--- src/rtl/spi_ram_pkg.sv ---
// Shared definitions for the SPI burst RAM slave: FSM states, command codes
// and elaboration-time helpers.
package spi_ram_pkg;

  typedef enum logic [2:0] {
    IDLE    = 3'd0,
    CHK_CMD = 3'd1,
    WR_ADDR = 3'd2,
    WR_DATA = 3'd3,
    RD_ADDR = 3'd4,
    RD_DATA = 3'd5
  } state_e;

  localparam logic [1:0] CMD_WR_ADDR = 2'b00;
  localparam logic [1:0] CMD_WR_DATA = 2'b01;
  localparam logic [1:0] CMD_RD_ADDR = 2'b10;
  localparam logic [1:0] CMD_RD_DATA = 2'b11;

  function automatic int unsigned max_u(input int unsigned a, input int unsigned b);
    return (a > b) ? a : b;
  endfunction

endpackage

--- src/rtl/spi_ram_core.sv ---
// Single-port synchronous RAM; the read port registers the addressed word
// every cycle (read-before-write when we is high). Contents are never reset.
module spi_ram_core #(
  parameter int unsigned ADDR_SIZE = 8,
  parameter int unsigned DATA_SIZE = 8,
  parameter int unsigned MEM_DEPTH = 256
) (
  input  logic                 clk,
  input  logic                 we,
  input  logic [ADDR_SIZE-1:0] addr,
  input  logic [DATA_SIZE-1:0] din,
  output logic [DATA_SIZE-1:0] dout
);

  logic [DATA_SIZE-1:0] mem [MEM_DEPTH];

  always_ff @(posedge clk) begin
    if (we) mem[addr] <= din;
    dout <= mem[addr];
  end

endmodule

--- src/rtl/spi_ram_burst.sv ---
// SPI slave in front of an on-chip RAM: 2-bit command, address loads into
// independent write/read pointers, and back-to-back burst data in both directions.
module spi_ram_burst
  import spi_ram_pkg::*;
#(
  parameter int unsigned ADDR_SIZE = 8,
  parameter int unsigned DATA_SIZE = 8,
  parameter int unsigned MEM_DEPTH = 256,
  parameter int unsigned AUTO_INC  = 1
) (
  input  logic clk,
  input  logic RST,
  input  logic SS_N,
  input  logic MOSI,
  output logic MISO,
  output logic busy,
  output logic frame_err
);

  localparam int unsigned SH_W  = max_u(ADDR_SIZE, DATA_SIZE);
  localparam int unsigned CNT_W = (SH_W > 2) ? $clog2(SH_W) : 1;
  localparam logic [CNT_W-1:0]     ADDR_LAST = CNT_W'(ADDR_SIZE - 1);
  localparam logic [CNT_W-1:0]     DATA_LAST = CNT_W'(DATA_SIZE - 1);
  localparam logic [ADDR_SIZE-1:0] PTR_LAST  = ADDR_SIZE'(MEM_DEPTH - 1);
  localparam logic [ADDR_SIZE:0]   DEPTH     = (ADDR_SIZE + 1)'(MEM_DEPTH);

  function automatic logic [ADDR_SIZE-1:0] ptr_inc(input logic [ADDR_SIZE-1:0] p);
    return (p == PTR_LAST) ? '0 : p + 1'b1;
  endfunction

  function automatic logic [ADDR_SIZE-1:0] ptr_load(input logic [ADDR_SIZE-1:0] a);
    return ADDR_SIZE'({1'b0, a} % DEPTH);
  endfunction

  state_e               state_q, state_d;
  logic [SH_W-2:0]      sh_q, sh_d;
  logic [SH_W-1:0]      sh_nxt;
  logic [DATA_SIZE-1:0] rd_sh_q, rd_sh_d;
  logic [CNT_W-1:0]     cnt_q, cnt_d;
  logic                 cmd_hi_q, cmd_hi_d;
  logic                 done_q, done_d;
  logic [ADDR_SIZE-1:0] wr_ptr_q, wr_ptr_d;
  logic [ADDR_SIZE-1:0] rd_ptr_q, rd_ptr_d;
  logic                 miso_q, miso_d;
  logic                 busy_q, busy_d;
  logic                 ferr_q, ferr_d;
  logic                 ram_we;
  logic [ADDR_SIZE-1:0] ram_addr;
  logic [DATA_SIZE-1:0] ram_dout;

  always_comb begin
    state_d  = state_q;
    sh_d     = sh_q;
    rd_sh_d  = rd_sh_q;
    cnt_d    = cnt_q;
    cmd_hi_d = cmd_hi_q;
    done_d   = done_q;
    wr_ptr_d = wr_ptr_q;
    rd_ptr_d = rd_ptr_q;
    miso_d   = 1'b0;
    ferr_d   = 1'b0;
    ram_we   = 1'b0;
    sh_nxt   = {sh_q, MOSI};
    unique case (state_q)
      IDLE: begin
        cnt_d  = '0;
        done_d = 1'b0;
        if (!SS_N) state_d = CHK_CMD;
      end
      CHK_CMD: begin
        if (SS_N) begin
          state_d = IDLE;
        end else if (cnt_q == '0) begin
          cmd_hi_d = MOSI;
          cnt_d    = CNT_W'(1);
        end else begin
          cnt_d  = '0;
          done_d = 1'b0;
          unique case ({cmd_hi_q, MOSI})
            CMD_WR_ADDR: state_d = WR_ADDR;
            CMD_WR_DATA: state_d = WR_DATA;
            CMD_RD_ADDR: state_d = RD_ADDR;
            default:     state_d = RD_DATA;
          endcase
        end
      end
      WR_ADDR, RD_ADDR: begin
        if (SS_N) begin
          state_d = IDLE;
          ferr_d  = (cnt_q != '0);
          cnt_d   = '0;
        end else if (!done_q) begin
          sh_d = sh_nxt[SH_W-2:0];
          if (cnt_q == ADDR_LAST) begin
            cnt_d  = '0;
            done_d = 1'b1;
            if (state_q == WR_ADDR) wr_ptr_d = ptr_load(sh_nxt[ADDR_SIZE-1:0]);
            else                    rd_ptr_d = ptr_load(sh_nxt[ADDR_SIZE-1:0]);
          end else begin
            cnt_d = cnt_q + 1'b1;
          end
        end
      end
      WR_DATA: begin
        if (SS_N) begin
          state_d = IDLE;
          ferr_d  = (cnt_q != '0);
          cnt_d   = '0;
        end else begin
          sh_d = sh_nxt[SH_W-2:0];
          if (cnt_q == DATA_LAST) begin
            cnt_d  = '0;
            ram_we = 1'b1;
            if (AUTO_INC != 0) wr_ptr_d = ptr_inc(wr_ptr_q);
          end else begin
            cnt_d = cnt_q + 1'b1;
          end
        end
      end
      RD_DATA: begin
        // cnt_q==0 loads the word the RAM fetched during the previous cycle
        // (the dummy cycle, or the last bit of the previous word).
        if (SS_N) begin
          state_d = IDLE;
          cnt_d   = '0;
        end else if (cnt_q == '0) begin
          miso_d  = ram_dout[DATA_SIZE-1];
          rd_sh_d = {ram_dout[DATA_SIZE-2:0], 1'b0};
          cnt_d   = CNT_W'(1);
        end else begin
          miso_d  = rd_sh_q[DATA_SIZE-1];
          rd_sh_d = {rd_sh_q[DATA_SIZE-2:0], 1'b0};
          if (cnt_q == DATA_LAST) begin
            cnt_d = '0;
            if (AUTO_INC != 0) rd_ptr_d = ptr_inc(rd_ptr_q);
          end else begin
            cnt_d = cnt_q + 1'b1;
          end
        end
      end
      default: state_d = IDLE;
    endcase
    busy_d = (state_d != IDLE);
  end

  // Reads address the next-cycle pointer so a burst prefetch lands in time.
  assign ram_addr = ram_we ? wr_ptr_q : rd_ptr_d;

  spi_ram_core #(
    .ADDR_SIZE(ADDR_SIZE),
    .DATA_SIZE(DATA_SIZE),
    .MEM_DEPTH(MEM_DEPTH)
  ) u_core (
    .clk (clk),
    .we  (ram_we & ~RST),
    .addr(ram_addr),
    .din (sh_nxt[DATA_SIZE-1:0]),
    .dout(ram_dout)
  );

  always_ff @(posedge clk) begin
    if (RST) begin
      state_q  <= IDLE;
      sh_q     <= '0;
      rd_sh_q  <= '0;
      cnt_q    <= '0;
      cmd_hi_q <= 1'b0;
      done_q   <= 1'b0;
      wr_ptr_q <= '0;
      rd_ptr_q <= '0;
      miso_q   <= 1'b0;
      busy_q   <= 1'b0;
      ferr_q   <= 1'b0;
    end else begin
      state_q  <= state_d;
      sh_q     <= sh_d;
      rd_sh_q  <= rd_sh_d;
      cnt_q    <= cnt_d;
      cmd_hi_q <= cmd_hi_d;
      done_q   <= done_d;
      wr_ptr_q <= wr_ptr_d;
      rd_ptr_q <= rd_ptr_d;
      miso_q   <= miso_d;
      busy_q   <= busy_d;
      ferr_q   <= ferr_d;
    end
  end

  assign MISO      = miso_q;
  assign busy      = busy_q;
  assign frame_err = ferr_q;

endmodule

--- config.mk ---
export PLATFORM = sky130hd
export DESIGN_NAME = spi_ram_burst
export DESIGN_NICKNAME = d
export VERILOG_FILES = /design/src/rtl/spi_ram_pkg.sv /design/src/rtl/spi_ram_core.sv /design/src/rtl/spi_ram_burst.sv
export SDC_FILE = /design/constraint.sdc
export NUM_CORES = 2
export LEC_CHECK = 0
export BUFFER_PORTS_ARGS = -buffer_cell sky130_fd_sc_hd__buf_2
export CELL_PAD_IN_SITES_DETAIL_PLACEMENT = 1
export CELL_PAD_IN_SITES_GLOBAL_PLACEMENT = 2
export CORE_MARGIN = 2
export CORE_UTILIZATION = 47
export DETAILED_ROUTE_END_ITERATION = 8
export HOLD_SLACK_MARGIN = 0.03
export PLACE_DENSITY = 0.78
export SLEW_MARGIN = 20
export SYNTH_ARGS = -nofsm -noshare
export SYNTH_HDL_FRONTEND = slang
export SYNTH_SLANG_ARGS = --single-unit
--- constraint.sdc ---
create_clock -name clk -period 8.5 [get_ports clk]
set_input_delay 1.275 -clock clk [delete_from_list [all_inputs] [get_ports clk]]
set_output_delay 1.275 -clock clk [all_outputs]
set_load 0.02 [all_outputs]
### Word-level counts from Yosys, hierarchy flattened

Memories as Yosys holds them, arrays and structs flattened. A register that Yosys moved wholly into a read port is not among the register bits.
Index checks and enable logic that the tools add are counted.

* add/sub/neg operators: 3
* bitwise logic cells: 5
* multiplexer cells: 49
* equal/unequal tests: 19
* reductions and logical operators: 19

Operators with widths (number)
* 8-bit 2-to-1 mux: 17
* 3-bit 2-to-1 mux: 11
* 8-bit one-hot mux with 2 select lines: 2
* 7-bit 2-to-1 mux: 3
* 3-bit one-hot mux with 3 select lines: 2
* 8-bit by 1-bit adder with 8-bit output, second input constant: 2
* 8-bit equality test, second input constant: 2
* 2-bit != test, second input constant: 8
* 3-bit one-hot mux with 5 select lines: 1
* 7-bit one-hot mux with 2 select lines: 1
* 1-bit 2-to-1 mux: 11
* 3-bit equality test, second input constant: 3
* 3-bit nonzero test: 3
* 3-bit OR reduction: 3
* 4-bit AND reduction: 2
* 7-bit AND reduction: 1
* 3-bit by 2-bit equality test with 1-bit output, second input constant: 2
* 3-bit logical NOT: 2
* 3-bit AND reduction: 2
* 5-bit nonzero test: 1
* 1-bit NOT: 4
* 4-bit OR reduction: 1
* 3-bit by 1-bit adder with 3-bit output, second input constant: 1
* 3-bit by 1-bit equality test with 1-bit output, second input constant: 1
* other kinds (9): 9

* output and inout bits: 3
* logic and storage cells: 107
* register bits: 42
* bits in writable memories: 2048
* memories: 1
* bits of input ports: 4

Memory list
* u_core.mem: words 256, bits a word 8, read ports 1, clocked after memory_dff 1, wr ports 1, RTL line spi_ram_core.sv:15 `logic [DATA_SIZE-1:0] mem [MEM_DEPTH];`

### Longest topological paths before layout

* depth after elaboration: 7
* mapped depth: 20
* depth with buffers taken out: 12

### Modules after synthesis

A second synthesis with hierarchy kept.

* cell total of the unflattened synthesis: 3856
* area total of the unflattened synthesis: 80933.9 µm²

Modules (own cells, without submodules)
* spi_ram_core: cells an instance 3547, instances 1, area an instance 78492.8 µm², seq. area each 61659.1 µm²
* spi_ram_burst: cells an instance 309, instances 1, area an instance 2441.1 µm², seq. area each 820.8 µm²

### Worst setup path after synthesis

Ideal clock, no wire load.

* path type: reg-to-reg
* start: register sh_q[1]
* end: memory u_core.mem[102][0] (enable)
* data required time: 8.130 ns
* setup slack: 2.239 ns
* period minus slack after synthesis: 6.261 ns
* arrival: 5.891 ns
* stages on the path, launching flop included: 11
* path buffers: 4
* setup time: 0.370 ns
* cell sequence: dfxtp_1 > or3_1 > a21oi_1 > o41ai_1 > and2_1 > clkbuf_1 > buf_2 > buf_2 > nand2_1 > clkbuf_1 > nor2_1

* cells in the longest elaborated chain, start to end: 6

RTL lines
* start: declaration: RTL line spi_ram_burst.sv:36 `logic [SH_W-2:0] sh_q, sh_d;`
* start signal: assignment: RTL line spi_ram_burst.sv:164 `sh_q <= '0;`
* start signal: assignment: RTL line spi_ram_burst.sv:176 `sh_q <= sh_d;`
* 8-bit 2-to-1 mux: RTL line spi_ram_burst.sv:97 `if (state_q == WR_ADDR) wr_ptr_d = ptr_load(sh_nxt[ADDR_SIZE-1:0]);`
* 8-bit 2-to-1 mux: RTL line spi_ram_burst.sv:94 `if (cnt_q == ADDR_LAST) begin`
* 8-bit 2-to-1 mux: RTL line spi_ram_burst.sv:92 `end else if (!done_q) begin`
* 8-bit 2-to-1 mux: RTL line spi_ram_burst.sv:88 `if (SS_N) begin`
* 8-bit one-hot mux with 2 select lines: RTL line spi_ram_burst.sv:64 `unique case (state_q)`
* 8-bit 2-to-1 mux: RTL line spi_ram_burst.sv:147 `assign ram_addr = ram_we ? wr_ptr_q : rd_ptr_d;`
* end: declaration: RTL line spi_ram_core.sv:15

No other way between the ends.

### Final worst setup path

* start: register cnt_q[0]
* end: register u_core.dout[3] (read register of u_core.mem)

* cells in the longest elaborated chain, start to end: 6
* elaborated cells on any way between the ends: 13
* those cells by class: 1 x eq/ne; 11 x mux; 1 x reduce/logical

RTL lines
* start: declaration: RTL line spi_ram_burst.sv:39 `logic [CNT_W-1:0] cnt_q, cnt_d;`
* start signal: assignment: RTL line spi_ram_burst.sv:178 `cnt_q <= cnt_d;`
* 3-bit equality test: RTL line spi_ram_burst.sv:94, spi_ram_burst.sv:111, spi_ram_burst.sv:133
* 8-bit 2-to-1 mux, on equally long branches: RTL line spi_ram_burst.sv:133, spi_ram_burst.sv:94
* 8-bit 2-to-1 mux, on equally long branches: RTL line spi_ram_burst.sv:126, spi_ram_burst.sv:92
* 8-bit 2-to-1 mux, on equally long branches: RTL line spi_ram_burst.sv:123, spi_ram_burst.sv:88
* 8-bit one-hot mux with 2 select lines: RTL line spi_ram_burst.sv:64
* 8-bit 2-to-1 mux (*): RTL line spi_ram_burst.sv:147
* end: declaration: RTL line spi_ram_core.sv:12 `output logic [DATA_SIZE-1:0] dout`

Mark *: on every way between the ends. The rest lies on a longest branch, timed or not.
A chain may end at the register's enable or synchronous reset.

==> metrics <==
Final #Nets=5496; Sum Neg Setup Slack=0 ps; initial antenna violation count=16; required time of the critical path=9200 ps; Root Buffer=clkbuf_16; vias per cell=6.347; CTS resizes=0; GP Congestion=0.8522; Design Area, Final=93050 um^2; core area=176500 um^2; DIE HEIGHT=426.0 um; worst slew pin tran=1204 ps; synthesized flop and latch total=2097; Final ANT Viol Nets=0; CTS sink cnt=2097; DRC violations left=0; CTS tree=built; clock-pin slew on the worst setup and hold paths=60 ps; hold_buf cts=0; slowest CP cell=a21oi_1; clock tree buffer depth=3; Hold Vio Cnt, Final=0; Antenna Cells=0; commonest cells after routing, fill and taps aside=2048 x edfxtp_1, 820 x nand2_1, 469 x a21oi_1, 326 x mux2i_1, 317 x nor2_1; post-synthesis async set-or-reset flop share=0%; maximum vdd drop=0.1704 mV; vias in the first global route=51279; max_slew headroom=18.66%; CP Launch Type=register; Fillers=16654; cells after synthesis=5572; RSZ-0062 raised after global routing=false; CP startpoint=cnt_q[0]; Area growth syn-to-layout=11.19%; Syn. warnings=0; Post-DP Area=86050 um^2; Hold Crit Class=register to register; crit-path max FO=57; DR vias=50883; commonest non-fill, non-tap cell in the layout=edfxtp_1; Avg Cell Area, Syn=15.02 um^2; Util after Layout=52.72%; crit path buf inv count=4; DRT Wirelength=252.0 mm; Port Buffer Count=6; Pleak=29.48 nW; Starting Density=47.41%; mapped cell area=83680 um^2; top post-synthesis cells by area=edfxtp_1 73%, mux2i_1 3.9%, nand2_1 3.8%; share of layout cells above drive strength 1=10.27%; crit-path max cell delay=680 ps; drt pass-1 iters=5; DP HPWL=145.9 mm; Crit. End Element=register; hold slack=462.0 ps; Hold Crit Start=u_core.dout[0]; Yosys top cell area share=73.49%; # IOs=7; Iter 0 DRT Violations=5975; fin crit share=74.91%; pwr dens=222.7 nW/um^2; sequential fraction of the synthesis area=74.66%; die area=181400 um^2; fmax=157.1 MHz; EDFF count, synth=2048; FF-to-FF Start=cnt_q[0]; total CTS buffers=211; Main synth FF type=edfxtp_1; WL/cell=31.44 um; Tot Pwr=0.02072 W; GR Util All Layers=27.69%; crit path time final=6367 ps; Post-CTS Setup Bufs=0; Worst-Skew Late Latency=880 ps; grt ovf=0; path type of the worst setup path=register to register; Setup Viol. Count Final=0; Yosys cell types=73; Syn Nets=5581; crit-path leading delay family=compound AO/OA/AOI/OAI gates; first-pass GRT wire length=367.4 mm; Synth area leader=edfxtp_1; crit path cell chain=ha_1 -> ha_1 -> nand2b_1 -> or3_1 -> a211o_4 -> a21oi_4 -> buf_12 -> buf_12 -> buf_4 -> buf_4 -> mux2i_1 -> a211oi_1 -> o41ai_1 -> nand4_1 -> a21oi_1 -> nand4_1; Rows=154; Max-Cap Viols=0; Fin Clk Skew=32.43 ps; H-tree levels=4; Slew Viols, Final=0; Die Width=426.0 um; crit path DAT=7060 ps; status=completed; largest net degree at the start of global routing=179
==> through the flow <==
| step | worst slack (ps) | cells |
|---|---|---|
| 2_1_floorplan | 2239 | 5572 |
| 3_3_place_gp | 1499 | 7614 |
| 3_5_place_dp | 1431 | 7614 |
| 4_1_cts | 2170 | 8017 |
| 5_1_grt | 1902 | 8017 |
| 6_report | 2133 | 8017 |
==> final cells by class <==
type / count / area, um^2 / area share (%)
repair buffers: 122 / 1186 / 1.275
multi-input cells: 3043 / 19390 / 20.84
flip-flops and latches: 2097 / 62510 / 67.18
well taps: 2340 / 2928 / 3.147
clock inverters: 146 / 1456 / 1.565
inverters: 12 / 45.04 / 0.04841
clock buffers: 257 / 5534 / 5.948
==> path summary, 6_finish.rpt <==
check / cells after the start / slack (ps) / end
hold reg to reg: 2 / 460 / rd_sh_q[1]
hold / removal: 2 / 460 / rd_sh_q[1]
setup / recovery: 16 / 2130 / u_core.dout[3]
setup reg to reg: 16 / 2130 / u_core.dout[3]
==> worst register-to-register path, cell delays in order, from the launching register on <==
cell and delay (ps):
dfxtp_1 360, ha_1 160, ha_1 290, nand2b_1 310, or3_1 460, a211o_4 590
a21oi_4 330, buf_12 280, buf_12 390, buf_4 450, buf_4 460, mux2i_1 260
a211oi_1 100, o41ai_1 580, nand4_1 350, a21oi_1 680, nand4_1 160
==> synth_stat cells, types with 3 or more instances <==
| library cell | instances |
|---|---|
| edfxtp_1 | 2048 |
| nand2_1 | 838 |
| a21oi_1 | 469 |
| mux2i_1 | 326 |
| nor2_1 | 321 |
| a211oi_1 | 233 |
| clkbuf_1 | 199 |
| nand3_1 | 196 |
| a221oi_1 | 156 |
| buf_2 | 127 |
| mux4_2 | 86 |
| a32oi_1 | 60 |
| buf_1 | 60 |
| o41ai_1 | 59 |
| dfxtp_1 | 49 |
| a22oi_1 | 48 |
| nand4_1 | 43 |
| o21ai_0 | 33 |
| a31oi_1 | 24 |
| buf_4 | 17 |
| buf_6 | 14 |
| a311oi_1 | 13 |
| inv_1 | 12 |
| a21o_1 | 11 |
| nand2b_1 | 9 |
| nor3_1 | 9 |
| a41oi_1 | 8 |
| and2_1 | 7 |
| nor2b_1 | 6 |
| or3_1 | 6 |
| ha_1 | 5 |
| nor4_1 | 5 |
| nor4b_1 | 4 |
| o21a_1 | 4 |
| o22ai_1 | 4 |
| o31ai_1 | 4 |
| a211o_1 | 3 |
| a22o_1 | 3 |
| a32o_1 | 3 |
| nor4bb_1 | 3 |
| o211ai_1 | 3 |
==> flip-flops by register name, indices dropped and copies added, names as in the netlist, 3 cells and up <==
| register | cells |
|---|---|
| rd_sh_q | 7 |
| rd_ptr_q | 8 |
| wr_ptr_q | 8 |
| u_core.mem | 2048 |
| sh_q | 7 |
| state_q | 3 |
| u_core.dout | 8 |
| cnt_q | 3 |
==> layer usage <==
metal / GRT usage (%) / wire length [um] / part of all wire (%)
met1: 39.79 / 106700 / 42
met2: 43.50 / 118400 / 47
met3: 4.243 / 19040 / 7.6
met4: 8.993 / 7926 / 3.1
met5: 0 / 46 / 0.018
==> kinds of logic (layout without fill, tap and decap cells) <==
group / count (synthesis) / count (layout) / synth area share [%]
XOR/XNOR: 2 / 2 / 0.02094
AO/OA/AOI/OAI: 1160 / 1160 / 9.382
buffers and inverters: 432 / 537 / 2.376
multiplexers: 414 / 414 / 6.241
adder cells (fa/ha/maj): 5 / 5 / 0.07476
AND/OR/NAND/NOR: 1462 / 1462 / 7.243
flip-flops: 2097 / 2097 / 74.66
==> report_power, final <==
group          total [W]  switching (W)  internal (W)
Sequential        0.0112     0.00000114        0.0112
Clock            0.00946        0.00410       0.00536
Combinational  0.0000671      0.0000553     0.0000118
No activity file was read; power rests on OpenSTA's default activity.
